`src/rtl/ahb_matrix_pkg.sv`:
```
// Shared AHB bus-matrix definitions: transfer/response encodings and the
// address-phase bundle carried through the input-stage holding register.
package ahb_matrix_pkg;

    localparam int AHB_ADDR_W = 32;
    localparam int AHB_USER_W = 32;

    typedef enum logic [1:0] {
        HTRANS_IDLE   = 2'b00,
        HTRANS_BUSY   = 2'b01,
        HTRANS_NONSEQ = 2'b10,
        HTRANS_SEQ    = 2'b11
    } htrans_e;

    typedef enum logic [1:0] {
        HRESP_OKAY  = 2'b00,
        HRESP_ERROR = 2'b01
    } hresp_e;

    typedef struct packed {
        logic [AHB_ADDR_W-1:0] addr;
        htrans_e               trans;
        logic                  write;
        logic [2:0]            size;
        logic [2:0]            burst;
        logic [3:0]            prot;
        logic [AHB_USER_W-1:0] auser;
    } ahb_addr_phase_t;

    // NONSEQ and SEQ both have bit 1 set; IDLE and BUSY never request a transfer.
    function automatic logic is_xfer_trans(input logic [1:0] trans);
        return trans[1];
    endfunction

endpackage

```
`src/rtl/ahb_instage_hold_reg.sv`:
```
// Holding register for one AHB address phase plus its valid (pend) flag.
// The user field is loaded as given; the parent ties it to zero when
// AHB_INSTAGE_USER_EN is not defined.
module ahb_instage_hold_reg
    import ahb_matrix_pkg::*;
(
    input  logic            i_clk,
    input  logic            i_rst,
    input  logic            i_load,
    input  logic            i_clear,
    input  ahb_addr_phase_t i_d,
    output ahb_addr_phase_t o_q,
    output logic            o_pend
);

    ahb_addr_phase_t r_hold;
    logic            r_pend;

    // Capture the address phase on load; pend is set by load and dropped on accept.
    always_ff @(posedge i_clk) begin
        if (i_rst) begin
            r_hold <= '0;
            r_pend <= 1'b0;
        end else begin
            if (i_load) begin
                r_hold <= i_d;
            end
            if (i_clear) begin
                r_pend <= 1'b0;
            end else if (i_load) begin
                r_pend <= 1'b1;
            end
        end
    end

    assign o_q    = r_hold;
    assign o_pend = r_pend;

endmodule

```
`src/rtl/ahb_matrix_input_stage.sv`:
```
// AHB bus-matrix input stage: presents the address phase to the decoder
// either live or from a holding register, stalls the master while a held
// transfer waits for its output stage, and returns the decoder response.
// Optional user-signal transport: define AHB_INSTAGE_USER_EN.
module ahb_matrix_input_stage
    import ahb_matrix_pkg::*;
#(
    parameter int ADDR_WIDTH = 32,
    parameter int USER_WIDTH = 32
)
(
    input  logic                  HCLK,
    input  logic                  HRESET,
    input  logic                  HSELS,
    input  logic                  HREADYS,
    input  logic [ADDR_WIDTH-1:0] HADDRS,
    input  logic [1:0]            HTRANSS,
    input  logic                  HWRITES,
    input  logic [2:0]            HSIZES,
    input  logic [2:0]            HBURSTS,
    input  logic [3:0]            HPROTS,
    input  logic [USER_WIDTH-1:0] HAUSERS,
    output logic                  HREADYOUTS,
    output logic [1:0]            HRESPS,
    output logic [31:0]           HRDATAS,
    output logic [USER_WIDTH-1:0] HRUSERS,
    output logic                  sel_in,
    output logic [ADDR_WIDTH-1:0] addr_in,
    output logic [1:0]            trans_in,
    output logic                  write_in,
    output logic [2:0]            size_in,
    output logic [2:0]            burst_in,
    output logic [3:0]            prot_in,
    output logic [USER_WIDTH-1:0] auser_in,
    output logic                  ready_in,
    input  logic                  active_in,
    input  logic                  readyout_in,
    input  logic [1:0]            resp_in,
    input  logic [31:0]           rdata_in,
    input  logic [USER_WIDTH-1:0] ruser_in
);

    logic            w_trans_req;
    logic            w_data_ready;
    logic            w_accept;
    logic            w_load;
    logic            w_pend;
    logic            r_data_phase;
    ahb_addr_phase_t w_live;
    ahb_addr_phase_t w_hold;
    ahb_addr_phase_t w_mux;
    logic            w_unused;

    assign w_trans_req  = HSELS & HREADYS & is_xfer_trans(HTRANSS);
    assign w_data_ready = ~r_data_phase | readyout_in;
    assign w_accept     = (w_pend | w_trans_req) & active_in & w_data_ready;
    // While pend is set HREADYOUTS is low, so the master cannot raise a new request.
    assign w_load       = w_trans_req & ~w_accept;

    // Bundle the live address phase from the master.
    always_comb begin
        w_live       = '0;
        w_live.addr  = AHB_ADDR_W'(HADDRS);
        w_live.trans = htrans_e'(HTRANSS);
        w_live.write = HWRITES;
        w_live.size  = HSIZES;
        w_live.burst = HBURSTS;
        w_live.prot  = HPROTS;
`ifdef AHB_INSTAGE_USER_EN
        w_live.auser = AHB_USER_W'(HAUSERS);
`endif
    end

    ahb_instage_hold_reg u_hold (
        .i_clk   (HCLK),
        .i_rst   (HRESET),
        .i_load  (w_load),
        .i_clear (w_accept),
        .i_d     (w_live),
        .o_q     (w_hold),
        .o_pend  (w_pend)
    );

    // Select the held transfer while it is pending, otherwise the live bus.
    always_comb begin
        w_mux = w_pend ? w_hold : w_live;
    end

    assign sel_in   = w_pend | (HSELS & HREADYS);
    assign addr_in  = ADDR_WIDTH'(w_mux.addr);
    assign trans_in = w_mux.trans;
    assign write_in = w_mux.write;
    assign size_in  = w_mux.size;
    assign burst_in = w_mux.burst;
    assign prot_in  = w_mux.prot;
    assign ready_in = w_data_ready;

    // Track whether a transfer routed through the decoder is in its data phase.
    always_ff @(posedge HCLK) begin
        if (HRESET) begin
            r_data_phase <= 1'b0;
        end else if (w_accept) begin
            r_data_phase <= 1'b1;
        end else if (readyout_in) begin
            r_data_phase <= 1'b0;
        end
    end

    assign HREADYOUTS = w_pend ? 1'b0 : (r_data_phase ? readyout_in : 1'b1);
    assign HRESPS     = (r_data_phase & ~w_pend) ? resp_in : HRESP_OKAY;
    assign HRDATAS    = rdata_in;

`ifdef AHB_INSTAGE_USER_EN
    assign auser_in = USER_WIDTH'(w_mux.auser);
    assign HRUSERS  = r_data_phase ? ruser_in : '0;
    assign w_unused = 1'b0;
`else
    assign auser_in = '0;
    assign HRUSERS  = '0;
    // User inputs are deliberately ignored in this build.
    assign w_unused = ^{HAUSERS, ruser_in, w_mux.auser};
`endif

endmodule

```
`config.mk`:
```
export PLATFORM = sky130hd
export DESIGN_NAME = ahb_matrix_input_stage
export DESIGN_NICKNAME = d
export VERILOG_FILES = /design/src/rtl/ahb_matrix_pkg.sv /design/src/rtl/ahb_instage_hold_reg.sv /design/src/rtl/ahb_matrix_input_stage.sv
export SDC_FILE = /design/constraint.sdc
export NUM_CORES = 1
export LEC_CHECK = 0
export BUFFER_PORTS_ARGS = -buffer_cell sky130_fd_sc_hd__buf_2
export CAP_MARGIN = 25
export CELL_PAD_IN_SITES_DETAIL_PLACEMENT = 0
export CELL_PAD_IN_SITES_GLOBAL_PLACEMENT = 1
export CORE_UTILIZATION = 26
export DETAILED_ROUTE_END_ITERATION = 8
export GPL_TIMING_DRIVEN = 0
export PLACE_DENSITY = 0.85
export SYNTH_ARGS = -nofsm -noshare
export SYNTH_HDL_FRONTEND = slang
export SYNTH_SLANG_ARGS = --single-unit
```
`constraint.sdc`:
```
create_clock -name HCLK -period 1.2 [get_ports HCLK]
set_input_delay 0.06 -clock HCLK [delete_from_list [all_inputs] [get_ports HCLK]]
set_output_delay 0.06 -clock HCLK [all_outputs]
set_load 0.1 [all_outputs]
```
# Yosys cells after proc, flatten, opt, wreduce, memory -nomap -nowiden
# Cells that the tools add are included.
[op_classes] muxes=6 bitwise_logic=12 reduce_logical=2
[ops] op="$mux 77" count=1
[ops] op="$and 1x1->1" count=6
[ops] op="$mux 1" count=4
[ops] op="$not 1->1" count=3
[ops] op="$or 1x1->1" count=3
[ops] op="$mux 2" count=1
[ops] op="$reduce_bool 2->1" count=1
[ops] op="$reduce_or 2->1" count=1
[totals] ff_bits=47 inputBits=149 output_inout_bits=146 elab_cells=28

# Logic depth before layout (Yosys ltp)
# Gate-level depths: netlist of the first run.
[depth] depth_word=7 mapped_depth=5 ltp_nobuf=3

# By module
# A second synthesis of the first run with hierarchy kept.
[hier_totals] hier_cells=413 area_unflattened_um2=4344.2
[by_module_without_submodules] module="ahb_instage_hold_reg" instances=1 cells_each=252 area_per_inst_um2=2760.1
[by_module_without_submodules] module="ahb_matrix_input_stage" instances=1 cells_each=161 area_per_inst_um2=1584.0

# Worst setup path before layout of the first run
# No wires, ideal clock.
[synth_path] path_type="reg-to-output" from="register r_data_phase" to="output HREADYOUTS" arrival_ns=2.022 path_slack_ns=-0.882 stages_incl_launch_ff=3 cell_sequence="dfxtp_1 nand2b_4 nor2b_1"
[synth_via] elab_chain_cells=2
[synth_lines] element="start: declaration" line="ahb_matrix_input_stage.sv:48" source="logic r_data_phase;"
[synth_lines] element="start signal: assignment" line="ahb_matrix_input_stage.sv:101" source="r_data_phase <= 1'b0;"
[synth_lines] element="start signal: assignment" line="ahb_matrix_input_stage.sv:103" source="r_data_phase <= 1'b1;"
[synth_lines] element="start signal: assignment" line="ahb_matrix_input_stage.sv:105" source="r_data_phase <= 1'b0;"
[synth_lines] element="$mux 1 (2 in series)" line="ahb_matrix_input_stage.sv:109" source="assign HREADYOUTS = w_pend ? 1'b0 : (r_data_phase ? readyout_in : 1'b1);"
[synth_lines] element="end: declaration" line="ahb_matrix_input_stage.sv:23" source="output logic HREADYOUTS,"
# Every way passes these cells.

# Worst setup path after layout of the first run
[layout_path] from="register u_hold.r_pend, in the netlist u_hold.o_pend" to="output addr_in[22]"
[layout_via] elab_chain_cells=1
[layout_lines] element="start: declaration" line="ahb_instage_hold_reg.sv:17" source="logic r_pend;"
[layout_lines] element="start signal: assignment" line="ahb_instage_hold_reg.sv:23" source="r_pend <= 1'b0;"
[layout_lines] element="start signal: assignment" line="ahb_instage_hold_reg.sv:29" source="r_pend <= 1'b0;"
[layout_lines] element="start signal: assignment" line="ahb_instage_hold_reg.sv:31" source="r_pend <= 1'b1;"
[layout_lines] element="$mux 77" line="ahb_matrix_input_stage.sv:86" source="w_mux = w_pend ? w_hold : w_live;"
[layout_lines] element="end: declaration" line="ahb_matrix_input_stage.sv:28" source="output logic [ADDR_WIDTH-1:0] addr_in,"
# Every way passes these cells.

==> impl_metrics.py, run 1 <==
metrics = {
    "floorplan": {
        "core-area_um2": 12770,
        "num_rows": 41,
        "start_util_pct": 26.91,
        "die_w_um": 117.0,
        "pin_count": 295,
        "die_area_um2": 13680,
        "die_h_um": 117.0,
    },
    "critical_path": {
        "cpMostUsedCell": "buf_6",
        "critPathRequiredTime_ns": 1.14,
        "cpMaxStageDelayCell": "dfxtp_4",
        "cp_data_arrival_time_ns": 1.42,
        "end_kind": "output pin",
        "crit_type": "reg2out",
        "worstPathMaxFanout": 10,
        "crit_chain": "buf_6 > mux2_2 > buf_6",
        "worst_setup_path_start_kind": "flip-flop",
        "max_stage_delay_ns": 0.41,
    },
    "power": {
        "p_leak_nw": 2.474,
        "ir_worst_vdd_v": 0.0005431,
        "power_density_nw_per_um2": 1170,
    },
    "timing": {
        "setup_viol": 52,
        "fin_crit_sh_pct": 123.4,
        "fin_crit_ns": 1.480,
        "finalHoldViolCount": 0,
        "rsz0062_at_grt": "true",
        "maxSlewViolCount": 0,
        "fmax_ghz": 0.6756,
        "skew_ns": 0.004453,
        "layout_setup_ws_ns": -0.2803,
        "slew_headroom_pct": 62.94,
        "tightest_slew_ns": 0.5559,
    },
    "routing": {
        "vias": 2866,
        "ant_nets": 0,
        "via_per_inst": 3.868,
        "drt-met1-wl_um": 3518,
        "wl_met3_um": 601,
        "routed_wl_um": 8829,
        "wl_met2_um": 4645,
        "top_layer": "met4",
        "drtPass1Iterations": 4,
        "post_drt_wl_per_cell_um": 11.91,
        "drc_errors": 0,
        "dr.first_iter.drc_count": 40,
    },
    "yosys": {
        "synthTopCellsByArea": "dfxtp_1, buf_4, nand2b_1",
        "synth_edf_count": 0,
        "synth_top_area_cell": "dfxtp_1",
        "synth_commonest_cells": "buf_4, nand2b_1, dfxtp_1",
        "yosysSeqAreaShare_pct": 27.38,
        "syn_inst": 354,
        "async_flop_share_pct": 0,
        "synth.most_common_cell": "buf_4",
        "synth_top_area_share_pct": 27.38,
        "yosys_register_bits": 47,
        "yosysWarnings": 0,
        "synth_ff_type": "dfxtp_1",
        "ys_types": 20,
        "netlist_area_um2": 3437,
        "synth.avg_cell_area_um2": 9.709,
    },
    "global_route": {
        "antenna_found_initial": 0,
        "grt_max_degree": 14,
        "grt_use_total_pct": 12.50,
        "grt_pass1_vias": 2711,
        "gr-total-overflow": 0,
        "grt_pass1_wl_um": 13110,
    },
    "clock_network": {
        "cts_made_buffers": 5,
        "clk_path_buf_depth": 2,
        "worstSkewPairLatency_ns": 0.28,
        "cts_root_buf": "clkbuf_16",
        "path_clk_slew_ns": 0.06,
        "cts_tree": "yes",
        "cts_num_sinks": 47,
        "hold_buffers": 0,
        "cts_htree_levels": 2,
    },
    "cells_and_area": {
        "fin_area_um2": 5294,
        "final_util_pct": 41.44,
        "nets": 717,
        "finalNonFillerCells": 741,
        "num_antenna_cells": 0,
        "area_delta_synth_final_pct": 54.02,
        "final_layout_size_suffix_gt1_share_pct": 55.01,
    },
    "place": {
        "place_congestion": 0.6584,
        "dp_cells": 722,
        "numPortBuffers": 133,
        "place_area_um2": 4571,
        "dp_slack_ns": -0.4476,
        "place.detailed.hpwl_um": 6504,
    },
    "flow_run": {
        "drv_cap": 0,
    },
    "worst_hold_path": {
        "hold_class": "in2reg",
    },
    "run_status": {
        "status": "finished with violations",
        "failed_checks": "negative setup slack",
    },
}
-- stage by stage --
stage / TNS [ns] / hold slack, ns / power (mW)
final: -12.43 / 0.01322 / 6.192
after global routing: -16.58 / 0.01955 / 6.411
after CTS: -14.67 / 0.01033 / 6.269
after detailed placement: -22.02 / 0.3225 / 4.539
after global placement: -19.52 / 0.3089 / 4.524
after floorplan: -8.380 / 0.1556 / 4.241
-- flip-flops by register name, indices dropped and copies added (netlist names) --
register       flops
u_hold.o_pend      1
r_data_phase       1
u_hold.o_q        45
-- where the power goes --
group	switching, mW	internal (mW)	total [mW]	leakage, nW
combinational	2.35	0.743	3.09	2.01
sequential	0.0212	1.59	1.61	0.382
clock	0.594	0.889	1.48	0.0772
total	2.97	3.23	6.19	2.47
-- final timing paths --
| path | start | to | slack, ns | depth (start not counted) |
|---|---|---|---|---|
| max | u_hold.o_pend | addr_in[22] | -0.28 | 3 |
| max reg2reg | r_data_phase | u_hold.o_q[40] | -0.02 | 5 |
| min | active_in | u_hold.o_pend | 0.01 | 2 |
| min reg2reg | u_hold.o_q[52] | u_hold.o_q[52] | 0.47 | 2 |
-- metal layers --
metal	GRT usage (%)	vias to the layer above
li1	-	1422
met1	14.10	1309
met2	23.79	129
met3	2.781	6
met4	2.869	0
met5	0	-
-- critical path, delay by kind of cell, from the launching register on --
kind                   cells  cell delay [ns]
multiplexers               1             0.36
buffers and inverters      2             0.37
flip-flops                 1             0.41
-- cell families after synthesis --
kind of cell	synth area share (%)
multiplexers	27.56
other	0.1091
flip-flops	27.38
AO/OA/AOI/OAI	1.602
buffers and inverters	25.81
AND/OR/NAND/NOR	17.55
-- repair_timing --
| action | 4_1_cts | 5_1_grt |
|---|---|---|
| setup buffers | 11 | 1 |
| setup endpoints to repair | 91 | 92 |
| gates resized for setup | 134 | 4 |
| pin swaps | 0 | 1 |
| gates cloned | 5 | 0 |
-- area by class of cell --
| cell class | count | area (um^2) |
|---|---|---|
| clock buffer | 8 | 156.4 |
| buffer | 116 | 929.6 |
| sequential | 47 | 948.4 |
| tap | 172 | 215.2 |
| fill | 1254 | 7480 |
| multi-input combinational | 253 | 1868 |
| timing repair buffer | 145 | 1176 |
-- placed cells by master (no fill, tap or decap), types with 2 or more instances in the layout --
master	n
buf_4	99
nand2b_1	88
buf_2	83
conb_1	64
buf_6	51
dfxtp_1	45
mux2_2	44
mux2i_1	43
buf_12	13
clkbuf_1	11
buf_8	5
clkbuf_16	5
and3b_4	2
clkbuf_8	2
dfxtp_4	2
No activity file was read; power rests on OpenSTA's default activity.
==> run 2, diff against run 1 <==
Settings changed: CTS_CLUSTER_DIAMETER set to 120, HOLD_SLACK_MARGIN set to 0.12.
==> impl_metrics.py, run 2 (same netlist as run 1, synthesis figures left out) <==
metrics = {
    "timing": {
        "setup_viol": 57,
        "fin_tns_setup_ns": -12.63,
        "layout_setup_ws_ns": -0.2931,
        "rsz0062_at_grt": "true",
        "skew_ns": 0.003904,
        "maxSlewViolCount": 0,
        "slew_headroom_pct": 63.63,
        "tightest_slew_ns": 0.5456,
        "fin_crit_ns": 1.493,
        "finalHoldViolCount": 0,
        "fin_crit_sh_pct": 124.4,
        "hold-worst-slack_ns": 0.1997,
        "fmax_ghz": 0.6698,
    },
    "critical_path": {
        "critPathRequiredTime_ns": 1.14,
        "max_stage_delay_ns": 0.42,
        "critPathBufInv": 2,
        "worst_setup_path_start_kind": "flip-flop",
        "crit_chain": "buf_6 > mux2_2 > buf_6",
        "cp_data_arrival_time_ns": 1.43,
        "crit_type": "reg2out",
        "worstPathMaxFanout": 10,
        "cpMostUsedCell": "buf_6",
        "cpMaxStageDelayCell": "dfxtp_4",
        "path_delay_family": "flip-flops",
        "end_kind": "output pin",
    },
    "routing": {
        "via_per_inst": 3.896,
        "dr.first_iter.drc_count": 53,
        "drc_errors": 0,
        "routed_wl_um": 9522,
        "vias": 3062,
        "post_drt_wl_per_cell_um": 12.11,
        "drtPass1Iterations": 4,
        "ant_nets": 0,
    },
    "floorplan": {
        "start_util_pct": 26.91,
        "die_area_um2": 13680,
        "core-area_um2": 12770,
        "pin_count": 295,
        "die_h_um": 117.0,
        "num_rows": 41,
        "die_w_um": 117.0,
    },
    "global_route": {
        "grt_use_total_pct": 13.67,
        "antenna_found_initial": 0,
        "grt_max_degree": 14,
        "grt_pass1_wl_um": 14350,
        "grt_pass1_vias": 3018,
        "gr-total-overflow": 0,
    },
    "worst_hold_path": {
        "hold_class": "in2reg",
    },
    "flow_run": {
        "drv_cap": 0,
    },
    "clock_network": {
        "cts_htree_levels": 2,
        "worstSkewPairLatency_ns": 0.29,
        "clk_path_buf_depth": 2,
        "cts_num_sinks": 47,
        "cts_tree": "yes",
        "cts_root_buf": "clkbuf_16",
        "path_clk_slew_ns": 0.07,
        "cts_made_buffers": 5,
    },
    "cells_and_area": {
        "layout_commonest_cell": "buf_4",
        "nets": 762,
        "fin_area_um2": 5748,
        "final_layout_size_suffix_gt1_share_pct": 50.81,
        "finalNonFillerCells": 786,
        "final_cell_mix": "buf_4, nand2b_1, buf_2",
        "largest_register_ffs": 45,
        "area_delta_synth_final_pct": 67.24,
        "num_antenna_cells": 0,
    },
    "place": {
        "place.detailed.hpwl_um": 6504,
        "dp_slack_ns": -0.4476,
        "place_area_um2": 4571,
        "dp_cells": 722,
        "place_congestion": 0.6584,
        "numPortBuffers": 133,
    },
    "power": {
        "p_leak_nw": 2.663,
        "ir_worst_vdd_v": 0.0005310,
        "power_density_nw_per_um2": 1101,
    },
    "run_status": {
        "failed_checks": "negative setup slack",
        "status": "finished with violations",
    },
}
==> run 2: changes by cell type in the layout (fill, tap and decap cells not counted), sizes merged <==
| cell | before | now |
|---|---|---|
| dlygate4sd3 | 0 | 45 |
==> run 2: cell type report <==
type / instances / area [um^2]
timing repair buffer: 190 / 1634
tap: 172 / 215.2
buffer: 116 / 929.6
sequential: 47 / 948.4
fill: 1229 / 7025
multi-input combinational: 253 / 1864
clock buffer: 8 / 156.4
==> run 2: routing by layer <==
layer / wire, um / part of all wire (%) / up-vias / global-route usage (%)
met5: 0 / 0 / - / 0
met4: 63 / 0.66 / 0 / 3.207
met1: 3713 / 39 / 1417 / 15.01
met2: 5130 / 54 / 130 / 26.63
li1: - / - / 1508 / -
met3: 614 / 6.4 / 7 / 2.832
==> run 2: tightest hold or removal path, stage by stage <==
cell	delay, ns
buf_2	0.08
nand2b_4	0.14
buf_6	0.11
a21oi_1	0.06
==> run 2: path summary, 6_finish.rpt <==
check / startpoint / to / slack [ns] / depth (start not counted)
worst max-delay path: u_hold.o_pend / addr_in[26] / -0.29 / 3
worst min-delay path: readyout_in / r_data_phase / 0.20 / 4
worst max register to register: r_data_phase / u_hold.o_q[71] / -0.02 / 5
worst min register to register: u_hold.o_q[64] / u_hold.o_q[64] / 0.47 / 2
==> run 2: metrics by stage <==
| step | total power [mW] | utilization (%) |
|---|---|---|
| 3_5_place_dp | 4.539 | 35.78 |
| 6_report | 6.326 | 45.00 |
| 3_3_place_gp | 4.524 | 35.78 |
| 4_1_cts | 6.381 | 45.77 |
| 5_1_grt | 6.545 | 45.00 |
| 2_1_floorplan | 4.241 | - |
==> run 2: power breakdown <==
part / internal, mW / switching, mW / leakage, nW
Sequential: 1.59 / 0.0217 / 0.382
Clock: 0.889 / 0.608 / 0.0772
Combinational: 0.840 / 2.37 / 2.20
==> run 2: repair_timing <==
action,in CTS,in global routing
setup endpoints to repair,91,92
hold buffers,45,0
resized for setup,134,3
pin swaps,0,1
cloned,5,0
setup buffers,11,0
endpoints found under the hold margin,46,0
